$ cat src/rtl/dmem_pkg.sv
// -----------------------------------------------------------------------------
// dmem_pkg
// Shared definitions for the data-memory load/store controller:
//   - FSM state encoding (localparams plus the state_e enum built on them)
//   - access-size mask codes and the sign-extend bit index
//   - lane_merge  : write the store lanes into an old RAM word (read-modify-write)
//   - load_extend : pick the addressed lanes of a RAM word and sign/zero-extend them
// No ports (package).
// -----------------------------------------------------------------------------
package dmem_pkg;

    localparam logic [2:0] ENC_IDLE    = 3'd0;
    localparam logic [2:0] ENC_LD_RD   = 3'd1;
    localparam logic [2:0] ENC_LD_CAP  = 3'd2;
    localparam logic [2:0] ENC_ST_WR   = 3'd3;
    localparam logic [2:0] ENC_RMW_RD  = 3'd4;
    localparam logic [2:0] ENC_RMW_WR  = 3'd5;
    localparam logic [2:0] ENC_RESP    = 3'd6;

    typedef enum logic [2:0] {
        S_IDLE   = ENC_IDLE,
        S_LD_RD  = ENC_LD_RD,
        S_LD_CAP = ENC_LD_CAP,
        S_ST_WR  = ENC_ST_WR,
        S_RMW_RD = ENC_RMW_RD,
        S_RMW_WR = ENC_RMW_WR,
        S_RESP   = ENC_RESP
    } state_e;

    localparam logic [2:0] MASK_BYTE = 3'b001;
    localparam logic [2:0] MASK_HALF = 3'b011;
    localparam logic [2:0] MASK_WORD = 3'b111;

    localparam int SIGN_BIT = 3;

    // Replace the lanes selected by (addr_lo, mask) in old_word with the
    // right-justified store data. Unknown mask codes leave the word untouched.
    function automatic logic [31:0] lane_merge(
        input logic [31:0] old_word,
        input logic [31:0] wdata,
        input logic [1:0]  addr_lo,
        input logic [2:0]  mask
    );
        logic [31:0] w;
        w = old_word;
        case (mask)
            MASK_BYTE: begin
                case (addr_lo)
                    2'd0:    w[7:0]   = wdata[7:0];
                    2'd1:    w[15:8]  = wdata[7:0];
                    2'd2:    w[23:16] = wdata[7:0];
                    default: w[31:24] = wdata[7:0];
                endcase
            end
            MASK_HALF: begin
                // addr_lo[0] is deliberately ignored for halfwords.
                if (addr_lo[1]) w[31:16] = wdata[15:0];
                else            w[15:0]  = wdata[15:0];
            end
            MASK_WORD: w = wdata;
            default:   w = old_word;
        endcase
        return w;
    endfunction

    // Move the addressed field to the LSBs; upper bits copy the field MSB
    // when the sign bit is set, else zero. Words pass through unchanged.
    function automatic logic [31:0] load_extend(
        input logic [31:0] rdata,
        input logic [1:0]  addr_lo,
        input logic [3:0]  sign_mask
    );
        logic [7:0]  b;
        logic [15:0] h;
        logic        s;
        logic [31:0] r;
        s = sign_mask[SIGN_BIT];
        case (addr_lo)
            2'd0:    b = rdata[7:0];
            2'd1:    b = rdata[15:8];
            2'd2:    b = rdata[23:16];
            default: b = rdata[31:24];
        endcase
        h = addr_lo[1] ? rdata[31:16] : rdata[15:0];
        case (sign_mask[2:0])
            MASK_BYTE: r = {{24{s & b[7]}}, b};
            MASK_HALF: r = {{16{s & h[15]}}, h};
            MASK_WORD: r = rdata;
            default:   r = 32'd0;
        endcase
        return r;
    endfunction

endpackage

$ cat src/rtl/dmem_load_extend.sv
// -----------------------------------------------------------------------------
// dmem_load_extend
// Combinational load-data aligner: selects the byte/halfword/word addressed by
// addr_lo from a RAM word and sign- or zero-extends it to 32 bits.
// Ports:
//   ram_rdata [31:0] in  : raw word read from the data RAM
//   addr_lo   [1:0]  in  : byte offset within the word
//   sign_mask [3:0]  in  : {sign, mask[2:0]} access code
//   ext_data  [31:0] out : lane-aligned, extended load data
// -----------------------------------------------------------------------------
module dmem_load_extend
    import dmem_pkg::*;
(
    input  logic [31:0] ram_rdata,
    input  logic [1:0]  addr_lo,
    input  logic [3:0]  sign_mask,
    output logic [31:0] ext_data
);

    assign ext_data = load_extend(ram_rdata, addr_lo, sign_mask);

endmodule

$ cat src/rtl/dmem_lsu_ctrl.sv
// -----------------------------------------------------------------------------
// dmem_lsu_ctrl
// Memory-side load/store controller in front of a word-wide synchronous
// single-port data RAM. One request at a time; byte/halfword stores are done
// as read-modify-write, loads return lane-aligned extended data.
//
// Optional feature macro: DMEM_MISALIGN_TRAP_EN
//   defined   : misaligned half/word accesses skip the RAM and respond with
//               resp_err=1, resp_rdata=0 one cycle after accept
//   undefined : offending low address bits are ignored, resp_err stays 0
//
// Ports:
//   clk, rst_n                 : clock (rising edge), async active-low reset
//   req_valid/req_ready        : request handshake (ready only in IDLE)
//   req_we, req_addr,
//   req_wdata, req_sign_mask   : request payload ({sign, mask[2:0]})
//   resp_valid                 : one-cycle completion pulse
//   resp_rdata, resp_err       : load data (0 for stores), misalign flag
//   ram_addr, ram_re, ram_we,
//   ram_wdata, ram_rdata       : data RAM interface (read data one cycle later)
// -----------------------------------------------------------------------------
module dmem_lsu_ctrl
    import dmem_pkg::*;
#(
    parameter int ADDR_W = 12
)(
    input  logic              clk,
    input  logic              rst_n,
    input  logic              req_valid,
    output logic              req_ready,
    input  logic              req_we,
    input  logic [ADDR_W-1:0] req_addr,
    input  logic [31:0]       req_wdata,
    input  logic [3:0]        req_sign_mask,
    output logic              resp_valid,
    output logic [31:0]       resp_rdata,
    output logic              resp_err,
    output logic [ADDR_W-3:0] ram_addr,
    output logic              ram_re,
    output logic              ram_we,
    output logic [31:0]       ram_wdata,
    input  logic [31:0]       ram_rdata
);

    state_e            state_q, state_d;
    logic [ADDR_W-1:0] addr_q, addr_d;
    logic [31:0]       wdata_q, wdata_d;
    logic [3:0]        sign_mask_q, sign_mask_d;
    logic              we_q, we_d;
    logic              resp_valid_q, resp_valid_d;
    logic [31:0]       resp_rdata_q, resp_rdata_d;
    logic              resp_err_q, resp_err_d;

    logic [31:0]       load_ext;
    logic              req_mask_ok;
    logic              req_misalign;

    assign req_mask_ok = (req_sign_mask[2:0] == MASK_BYTE) ||
                         (req_sign_mask[2:0] == MASK_HALF) ||
                         (req_sign_mask[2:0] == MASK_WORD);

`ifdef DMEM_MISALIGN_TRAP_EN
    assign req_misalign = ((req_sign_mask[2:0] == MASK_HALF) && req_addr[0]) ||
                          ((req_sign_mask[2:0] == MASK_WORD) && (req_addr[1:0] != 2'b00));
`else
    assign req_misalign = 1'b0;
`endif

    dmem_load_extend u_load_extend (
        .ram_rdata (ram_rdata),
        .addr_lo   (addr_q[1:0]),
        .sign_mask (sign_mask_q),
        .ext_data  (load_ext)
    );

    always_comb begin
        // NOTE: every variable gets a default before the case so no path
        // leaves one unassigned, which would otherwise infer a latch.
        state_d      = state_q;
        addr_d       = addr_q;
        wdata_d      = wdata_q;
        sign_mask_d  = sign_mask_q;
        we_d         = we_q;
        resp_valid_d = 1'b0;
        resp_rdata_d = resp_rdata_q;
        resp_err_d   = 1'b0;

        unique case (state_q)
            S_IDLE: begin
                if (req_valid) begin
                    addr_d      = req_addr;
                    wdata_d     = req_wdata;
                    sign_mask_d = req_sign_mask;
                    we_d        = req_we;
                    if (!req_mask_ok || req_misalign) begin
                        // No RAM access: straight to the response cycle.
                        state_d      = S_RESP;
                        resp_valid_d = 1'b1;
                        resp_rdata_d = 32'd0;
                        resp_err_d   = req_misalign;
                    end else if (!req_we) begin
                        state_d = S_LD_RD;
                    end else if (req_sign_mask[2:0] == MASK_WORD) begin
                        state_d = S_ST_WR;
                    end else begin
                        state_d = S_RMW_RD;
                    end
                end
            end
            S_LD_RD:  state_d = S_LD_CAP;
            S_LD_CAP: begin
                // RAM read data is valid in this cycle.
                state_d      = S_RESP;
                resp_valid_d = 1'b1;
                resp_rdata_d = load_ext;
            end
            S_ST_WR, S_RMW_WR: begin
                state_d      = S_RESP;
                resp_valid_d = 1'b1;
                resp_rdata_d = 32'd0;
            end
            S_RMW_RD: state_d = S_RMW_WR;
            S_RESP:   state_d = S_IDLE;
            default:  state_d = S_IDLE;
        endcase
    end

    // NOTE: sequential state uses non-blocking assignments so every flop
    // samples the pre-edge values, independent of statement order.
    always_ff @(posedge clk or negedge rst_n) begin
        if (!rst_n) begin
            state_q      <= S_IDLE;
            addr_q       <= '0;
            wdata_q      <= 32'd0;
            sign_mask_q  <= 4'd0;
            we_q         <= 1'b0;
            resp_valid_q <= 1'b0;
            resp_rdata_q <= 32'd0;
            resp_err_q   <= 1'b0;
        end else begin
            state_q      <= state_d;
            addr_q       <= addr_d;
            wdata_q      <= wdata_d;
            sign_mask_q  <= sign_mask_d;
            we_q         <= we_d;
            resp_valid_q <= resp_valid_d;
            resp_rdata_q <= resp_rdata_d;
            resp_err_q   <= resp_err_d;
        end
    end

    // RAM strobes decode directly from state so a reset drops them at once.
    assign ram_re    = (state_q == S_LD_RD) || (state_q == S_RMW_RD);
    assign ram_we    = (state_q == S_ST_WR) || (state_q == S_RMW_WR);
    assign ram_addr  = addr_q[ADDR_W-1:2];
    assign ram_wdata = (state_q == S_RMW_WR) ? lane_merge(ram_rdata, wdata_q, addr_q[1:0], sign_mask_q[2:0]) :
                       (state_q == S_ST_WR)  ? wdata_q : 32'd0;

    assign req_ready  = (state_q == S_IDLE);
    assign resp_valid = resp_valid_q;
    assign resp_rdata = resp_rdata_q;
    assign resp_err   = resp_err_q;

    // The latched op type only steers the decision made at accept time.
    logic unused_we;
    assign unused_we = we_q;

endmodule

$ cat config.mk
export PLATFORM = sky130hd
export DESIGN_NAME = dmem_lsu_ctrl
export DESIGN_NICKNAME = d
export VERILOG_FILES = /design/src/rtl/dmem_pkg.sv /design/src/rtl/dmem_load_extend.sv /design/src/rtl/dmem_lsu_ctrl.sv
export SDC_FILE = /design/constraint.sdc
export NUM_CORES = 1
export LEC_CHECK = 0
export ABC_AREA = 1
export CORE_AREA = 2 2 173 90
export CTS_CLUSTER_SIZE = 40
export DETAILED_ROUTE_END_ITERATION = 8
export DIE_AREA = 0 0 175 92
export PLACE_DENSITY = 0.79
export REMOVE_ABC_BUFFERS = 1
export SYNTH_ARGS = -nofsm -noshare
export SYNTH_HDL_FRONTEND = slang
export SYNTH_SLANG_ARGS = --single-unit
$ cat constraint.sdc
create_clock -name clk -period 4.42 [get_ports clk]
set_input_delay 0.884 -clock clk [delete_from_list [all_inputs] [get_ports clk]]
set_output_delay 0.884 -clock clk [all_outputs]
set_load 0.05 [all_outputs]
==> impl_metrics.yaml, run 1 <==
logic_synthesis:
  ys_warn_count: 0
  synth-main-ff-cell: "dfrtp_1"
  mappedNetlistArea_um2: 5762
  synth_edf_count: 0
  synthCells: 958
  synth_top_area_cell: "dfrtp_1"
  synth_async_sr_flop_share: 1.000
  synth.most_common_cell: "nand2_1"
  yosys.area.top_type_share: 0.3648
  synth_cell_type_count: 24
  synthTopCellsByCount: "nand2_1 (530), dfrtp_1 (84), inv_1 (78)"
  syn_avg_cell_area_um2: 6.014
  ys_seq_area_frac: 0.3648
  synth.area.top_cells: "dfrtp_1 (36%), nand2_1 (35%), nand3_1 (6.0%)"
  yosys_register_bits: 84
timing:
  hold_viol_final: 0
  report.final.slew_viol_count: 0
  finalCritPeriodShare: 0.9042
  grt_setup_unrepaired: "no"
  fmax_ghz: 0.2502
  setup_viol: 0
  holdWs_ns: 0.4711
  max-slew-margin-rel: 0.3433
  tns_ns: 0
  layout_min_cycle_time_ns: 3.996
  worst_pin_slew_ns: 0.9839
  finalClockSkew_ns: 0.009256
cells_and_area:
  drive_above_1_share: 0.04954
  finalInstanceArea_um2: 7772
  nets: 1169
  fin_util: 0.5232
  area_growth_pct: 34.90
run_status:
  outcome: "finished, final reports clean"
floorplanning:
  io_pins: 163
  design.core.area_um2: 14850
  fp.dieW_um: 175
  start_util: 0.3879
  dieArea_um2: 16100
  placementRows: 32
  die_h_um: 92
global_routing:
  grt_pass1_wl_um: 32980
  grt_overflow_total: 0
  grt_max_degree: 68
  antenna_found_initial: 1
  track_usage: 0.2635
  grt_pass1_vias: 6344
placement:
  io_buffers: 161
  gp_congestion: 0.9566
  dp_hpwl_um: 15160
  placed_area_um2: 7407
clock_tree:
  hold_buffers: 0
  cts_root_buffer: "clkbuf_16"
  cts.clk_slew.worst_paths_ns: 0.06
  ctsResizeCount: 0
  cts_setup_buffers: 0
  cts_buffer_depth: 2
  clk_latency_ns: 0.34
  numCtsBuffers: 9
  cts.sinks: 84
  cts_max_level: 3
  cts_tree: "done"
detailed_routing:
  drc: 0
  viasPerCell: 5.194
  drtPass1Iterations: 6
  initialDrtViolationCount: 705
  drtAntennaViolNets: 0
  postRouteWirelength_um: 20570
  wl_per_cell_um: 15.87
  vias: 6732
min_path:
  worstHoldPathType: "register to register"
critical_path:
  endpoint_kind: "output pin"
  reg2reg_from: "addr_q[1]"
  r2r_cells: 9
  path_class: "register to output pin"
  cp-start-kind: "register"
  cp.required_ns: 3.54
  cp.arrival_ns: 3.11
  timing.rr.end: "resp_rdata[14]"
  cp_max_fo: 11
  rrSetupSlack_ns: 1.92
  crit_start: "sign_mask_q[2]"
  endpoint: "ram_wdata[5]"
power:
  p_leak_uw: 0.004138
  ir_drop_mv: 0.4361
  finalPower_uw: 5623
  p_per_area_nw_per_um2: 723.4
flow_run:
  cap_viol_max_count: 0
-- cell usage in the layout, fill, tap and decap left out --
cell               n
a21oi_1           37
a31oi_1            1
buf_4             22
bufinv_16          3
clkbuf_16          9
clkbuf_8           2
clkdlybuf4s50_1  152
clkinv_4           2
conb_1             1
dfrtp_1           84
diode_2            2
inv_1             78
inv_2              3
nand2_1          530
nand3_1           69
nand3_2            2
nand4_1            1
nor2_1            32
nor2_2             4
nor2_4             2
o211ai_1          14
o21ai_0           30
o21ai_2            2
o22ai_1            7
or2_2              3
-- registers in the layout (all words and copies together), names as in the netlist --
| register | count |
|---|---|
| resp_rdata | 32 |
| wdata_q | 32 |
| addr_q | 12 |
| sign_mask_q | 4 |
| state_q | 3 |
| resp_valid | 1 |
-- area by class of cell --
class                   count  area, um2
fillers                  1483       7082
multi-input cells         735       3059
flip-flops and latches     84       2102
repair buffers            174       1687
inverters                  81      304.0
well taps                 204      255.2
clock buffers              11      252.7
clock inverters             5      107.6
diodes                      2      5.005
-- per-stage QoR --
step | worst slack (ns) | std cells
floorplan | 1.025 | 900
global placement | 0.8178 | 1278
detailed placement | 0.8052 | 1278
CTS | 0.5073 | 1294
global route | 0.2468 | 1294
finish | 0.4236 | 1296
-- per-layer routing --
layer | share of wire | global-route usage | wire (um)
met5 | 0 | 0 | 0
met4 | 0.0070 | 0.05486 | 145
met3 | 0.14 | 0.1028 | 2826
met2 | 0.40 | 0.3785 | 8198
met1 | 0.46 | 0.3735 | 9402
-- worst max-delay path, stage by stage, from the launching register on --
cell and delay (ns):
dfrtp_1 0.58, inv_2 0.16, nand2_1 0.30, nand2_1 0.33, o21ai_2 0.26, nand2_1 0.09, nand2_1 0.07, nand2_1 0.05
nand2_1 0.09, clkdlybuf4s50_1 0.84
-- how the worst min path moves through the flow --
stage,start,to,slack [ns],cells past startpoint
after floorplan,wdata_q[16],wdata_q[16],0.46,2
after global placement,addr_q[10],addr_q[10],0.46,2
after detailed placement,resp_rdata[6],resp_rdata[6],0.46,2
after CTS,resp_rdata[6],resp_rdata[6],0.48,2
after global routing,addr_q[6],addr_q[6],0.51,2
final,resp_rdata[6],resp_rdata[6],0.47,2
-- where the power goes --
part	switching (uW)	total [uW]	internal [uW]
sequential	293	1400	1100
combinational	2340	3320	975
clock	325	911	586
-- cell families (layout without fill, tap and decap cells) --
logic type / after synthesis / after routing / share of synthesized area
other cells: 1 / 3 / 0.0006508
compound gates: 91 / 91 / 0.08751
flops: 84 / 84 / 0.3648
buf+inv: 139 / 271 / 0.1049
simple gates: 643 / 643 / 0.4421
(Power assumes the default switching activity.)
==> inputs of run 2 (changes only) <==
--- a/config.mk
+++ b/config.mk
@@ -10,7 +10,8 @@
 export CTS_CLUSTER_SIZE = 40
 export DETAILED_ROUTE_END_ITERATION = 8
 export DIE_AREA = 0 0 175 92
-export PLACE_DENSITY = 0.79
+export DONT_BUFFER_PORTS = 1
+export PLACE_DENSITY = 0.65
 export REMOVE_ABC_BUFFERS = 1
 export SYNTH_ARGS = -nofsm -noshare
 export SYNTH_HDL_FRONTEND = slang
==> run 2 against run 1 <==
Sequential share of layout area rose by 7.5 points. Non-clock buffer count is 167 lower. Largest power group unchanged. Count of clock-buffer cells in the layout fell by 2. Via count decreased by 13%. Utilization fell by 11 points. Maximum frequency is 7.4% higher. Worst hold slack lost 0.23 ns.
==> impl_metrics.yaml, run 2 (synthesis gave the netlist of run 1 again) <==
critical_path:
  crit_start: "sign_mask_q[1]"
  cp_max_fo: 23
  cp-start-kind: "register"
  reg2reg_from: "addr_q[1]"
  rrSetupSlack_ns: 1.99
  path_class: "register to output pin"
  cp.required_ns: 3.54
  endpoint_kind: "output pin"
  cp.arrival_ns: 2.84
timing:
  fmax_ghz: 0.2688
  worst_pin_slew_ns: 1.062
  holdWs_ns: 0.2388
  finalCritPeriodShare: 0.8417
  setup_viol: 0
  hold_viol_final: 0
  tns_ns: 0
  max-slew-margin-rel: 0.2916
  finalClockSkew_ns: 0.01041
  layout_min_cycle_time_ns: 3.720
  setup_ws_ns: 0.6996
  report.final.slew_viol_count: 0
  grt_setup_unrepaired: "no"
power:
  p_comb_frac: 0.435
  p_leak_uw: 0.003467
  internal_power_uw: 2068
  ir_drop_mv: 0.3644
  netSwitchingFraction: 0.5772
  p_seq_frac: 0.403
  power.switching_uw: 2823
  p_per_area_nw_per_um2: 804.2
  clock_power_share: 0.162
flow_run:
  cap_viol_max_count: 0
cells_and_area:
  final_common_cell: "nand2_1"
  n_antenna_cell: 0
  drive_above_1_share: 0.04225
  nets: 1002
  area_growth_pct: 5.559
  final_cell_mix: "nand2_1 (530), dfrtp_1 (84), inv_1 (78), nand3_1 (69), a21oi_1 (37)"
  finalNonFillerCells: 1127
global_routing:
  grt_max_degree: 85
  grt_overflow_total: 0
  track_usage: 0.2491
  grt_pass1_vias: 5382
  antenna_found_initial: 0
  grt_pass1_wl_um: 30840
detailed_routing:
  drc: 0
  initialDrtViolationCount: 589
  postRouteWirelength_um: 19330
  wl_per_cell_um: 17.15
  viasPerCell: 5.169
  drtPass1Iterations: 6
  drtAntennaViolNets: 0
  vias: 5825
placement:
  placedCellCount: 1111
  dp_hpwl_um: 14170
  io_buffers: 0
  gp_congestion: 0.9195
  place_ws_ns: 1.115
clock_tree:
  cts.clk_slew.worst_paths_ns: 0.06
  cts_root_buffer: "clkbuf_16"
  cts_max_level: 3
  cts_buffer_depth: 2
  ctsResizeCount: 0
  cts_setup_buffers: 0
  cts.sinks: 84
  cts_tree: "done"
  hold_buffers: 0
  numCtsBuffers: 9
  clk_latency_ns: 0.34
floorplanning:
  design.core.area_um2: 14850
  io_pins: 163
  placementRows: 32
  dieArea_um2: 16100
  fp.dieW_um: 175
  die_h_um: 92
  start_util: 0.3879
run_status:
  outcome: "finished, final reports clean"
min_path:
  worstHoldPathType: "input pin to async pin"
==> run 2: cell types whose count changed in the layout (fill, tap and decap cells not counted), sizes merged <==
cell / change
buf: -15
bufinv: -2
clkbuf: -2
clkdlybuf4s50: -152
clkinv: +1
clkinvlp: +1
diode: -2
inv: +2
==> run 2: area by class of cell <==
type,count,area [um2]
Clock buffer,9,225.2
Timing Repair Buffer,7,52.55
Tap cell,204,255.2
Clock inverter,7,83.83
Sequential cell,84,2102
Multi-Input combinational cell,735,3059
Fill cell,1629,8772
Inverter,81,304.0
==> run 2: through the flow <==
| step | utilization | total power, uW | instance area [um2] |
|---|---|---|---|
| floorplan | - | 3480 | 5461 |
| global placement | 0.3886 | 4061 | 5773 |
| detailed placement | 0.3886 | 4089 | 5773 |
| CTS | 0.4095 | 4894 | 6082 |
| global route | 0.4095 | 5277 | 6082 |
| finish | 0.4095 | 4891 | 6082 |
==> run 2: path summary, 6_finish.rpt <==
path,end,depth (start not counted)
max in group asynchronous,resp_rdata[25],0
min,wdata_q[2],0
max,ram_wdata[7],7
min in group clk,wdata_q[25],2
min reg2reg,wdata_q[25],2
max reg2reg,resp_rdata[15],8
==> run 2: per-layer routing <==
layer | GRT usage | share of wire | vias up
met5 | 0 | 0 | -
met4 | 0.03889 | 0.0069 | 0
met3 | 0.09370 | 0.12 | 14
met2 | 0.3307 | 0.39 | 277
met1 | 0.3812 | 0.48 | 2669
li1 | - | - | 2865
==> run 2: worst max-delay path, stage by stage (launching register included) <==
cell and delay [ns]:
dfrtp_1 0.53, inv_1 0.17, nand3_2 0.16, inv_1 0.55, nand2_1 0.45, nand3_1 0.17
nand3_1 0.08, nand2_1 0.38
==> run 2: power groups by stage <==
stage / Clock, uW / Combinational [uW] / Sequential, uW
floorplan: 0 / 1560 / 1920
global route: 845 / 2410 / 2020
finish: 791 / 2130 / 1970
detailed placement: 0 / 2110 / 1980
CTS: 810 / 2110 / 1970
global placement: 0 / 2080 / 1980
==> inputs of run 3 (changes only) <==
--- a/config.mk
+++ b/config.mk
@@ -11,7 +11,7 @@
 export DETAILED_ROUTE_END_ITERATION = 8
 export DIE_AREA = 0 0 175 92
 export DONT_BUFFER_PORTS = 1
-export PLACE_DENSITY = 0.65
+export PLACE_DENSITY = 0.67
 export REMOVE_ABC_BUFFERS = 1
 export SYNTH_ARGS = -nofsm -noshare
 export SYNTH_HDL_FRONTEND = slang
==> constraint.sdc (replaced) <==
create_clock -name clk -period 3.2 [get_ports clk]
set_input_delay 0.64 -clock clk [delete_from_list [all_inputs] [get_ports clk]]
set_output_delay 0.64 -clock clk [all_outputs]
set_load 0.05 [all_outputs]
==> run 3 against run 2 <==
Combinational power up 59%. Clock power up 39%. Sequential power is 39% higher. Critical endpoint is now ram_wdata[0]. First-iteration DRC count up 21%.
==> impl_metrics.yaml, run 3 (synthesis gave the netlist of run 1 again) <==
cells_and_area:
  nets: 1047
  drive_above_1_share: 0.08884
  num-fill-cells: 1564
  final_cell_mix: "nand2_1 (529), dfrtp_1 (84), inv_1 (77), nand3_1 (69), a21oi_1 (37)"
  final_common_cell: "nand2_1"
  n_antenna_cell: 0
  finalNonFillerCells: 1172
  area_growth_pct: 18.31
  multiInputGateArea_um2: 3062
  regArea_um2: 2102
clock_tree:
  cts.clk_slew.worst_paths_ns: 0.07
  cts.sinks: 84
  cts_max_level: 3
  cts_setup_buffers: 0
  numCtsBuffers: 9
  cts_root_buffer: "clkbuf_16"
  clk_latency_ns: 0.35
  cts_tree: "done"
  cts_buffer_depth: 2
detailed_routing:
  vias: 5977
  initialDrtViolationCount: 711
  drtAntennaViolNets: 0
  viasPerCell: 5.100
  drtPass1Iterations: 5
  postRouteWirelength_um: 19490
  wl_per_cell_um: 16.63
  drc: 0
power:
  netSwitchingFraction: 0.5540
  power.switching_uw: 4005
  p_seq_frac: 0.378
  finalPower_uw: 7229
  p_leak_uw: 0.003794
  clock_power_share: 0.152
  ir_drop_mv: 0.4560
  p_per_area_nw_per_um2: 1061
  internal_power_uw: 3224
  p_comb_frac: 0.470
global_routing:
  grt_pass1_vias: 5503
  antenna_found_initial: 0
  track_usage: 0.2469
  met2_usage: 0.3277
  grt.busiest_layer: "met1"
  grt_overflow_total: 0
  grt_pass1_wl_um: 30540
  grt_util_met1: 0.3741
  grt_use_met3: 0.09536
  grt_max_degree: 85
floorplanning:
  die_h_um: 92
  placementRows: 32
  start_util: 0.3879
  io_pins: 163
  fp.dieW_um: 175
  dieArea_um2: 16100
  design.core.area_um2: 14850
timing:
  finalCritPeriodShare: 0.9179
  worst_pin_slew_ns: 0.8785
  max-slew-margin-rel: 0.4127
  grt_setup_unrepaired: "no"
  fmax_ghz: 0.3405
  report.final.slew_viol_count: 0
  setup_viol: 0
  hold_viol_final: 0
  layout_min_cycle_time_ns: 2.937
  finalClockSkew_ns: 0.009702
  tns_ns: 0
critical_path:
  path_class: "register to output pin"
  endpoint_kind: "output pin"
  cp_max_fo: 11
  cp.arrival_ns: 2.30
  cp.required_ns: 2.56
  cp-start-kind: "register"
flow_run:
  cap_viol_max_count: 0
placement:
  dp_hpwl_um: 14510
  gp_congestion: 0.9317
  placedCellCount: 1155
  io_buffers: 0
min_path:
  worstHoldPathType: "input pin to async pin"
run_status:
  outcome: "finished, final reports clean"
## run 3: final cells by class
cell class / count / share of cell area
clock inverter: 7 / 0.01211
multi-input combinational: 735 / 0.4492
inverter: 81 / 0.04460
sequential: 84 / 0.3084
tap: 204 / 0.03744
clock buffer: 9 / 0.03304
timing repair buffer: 52 / 0.1153
## run 3: path summary, 6_finish.rpt
check,startpoint,endpoint,slack [ns],cells after the start
worst max register to register,sign_mask_q[1],resp_rdata[29],0.93,9
worst min-delay path,rst_n,wdata_q[20],0.18,1
min in group clk,req_wdata[9],wdata_q[9],0.40,2
worst max-delay path,sign_mask_q[2],ram_wdata[0],0.26,9
max in group asynchronous,rst_n,resp_rdata[23],2.62,1
worst min register to register,wdata_q[20],wdata_q[20],0.51,2
## run 3: power by group through the flow
stage | combinational, uW | sequential, uW | clock, uW
global placement | 3290 | 2740 | 0
CTS | 3370 | 2730 | 1130
floorplan | 2160 | 2650 | 0
detailed placement | 3330 | 2750 | 0
finish | 3390 | 2730 | 1100
global route | 3780 | 2800 | 1170
## run 3: worst max-delay path, stage by stage (launching register included)
cell and delay [ns]:
dfrtp_1 0.56, inv_2 0.16, nand2_1 0.27, nand2_2 0.22, o21ai_2 0.21, nand2_1 0.09, nand2_1 0.07, nand2_1 0.05
nand2_1 0.17, buf_12 0.16
## run 3: timing repair
| action | in CTS | in global routing |
|---|---|---|
| endpoints found under the setup margin | 0 | 9 |
| hold buffers | 1 | 0 |
| endpoints found under the hold margin | 84 | 0 |
| gates resized for setup | 0 | 2 |
## run 3: per-layer routing
layer / part of all wire / wire [um] / vias up
met3: 0.14 / 2729 / 14
met2: 0.39 / 7527 / 299
met1: 0.47 / 9083 / 2710
li1: - / - / 2954
met5: 0 / 0 / -
met4: 0.0076 / 148 / 0
## run 3: through the flow
stage               hold WS (ns)  setup WS (ns)  area, um2    util
floorplan                 0.3444        0.04920       5461       -
global placement          0.3464         0.6175       6479  0.4362
detailed placement        0.3475         0.4977       6479  0.4362
CTS                       0.2188         0.1147       6814  0.4587
global route              0.2109         0.1204       6817  0.4589
finish                    0.1796         0.2627       6817  0.4589
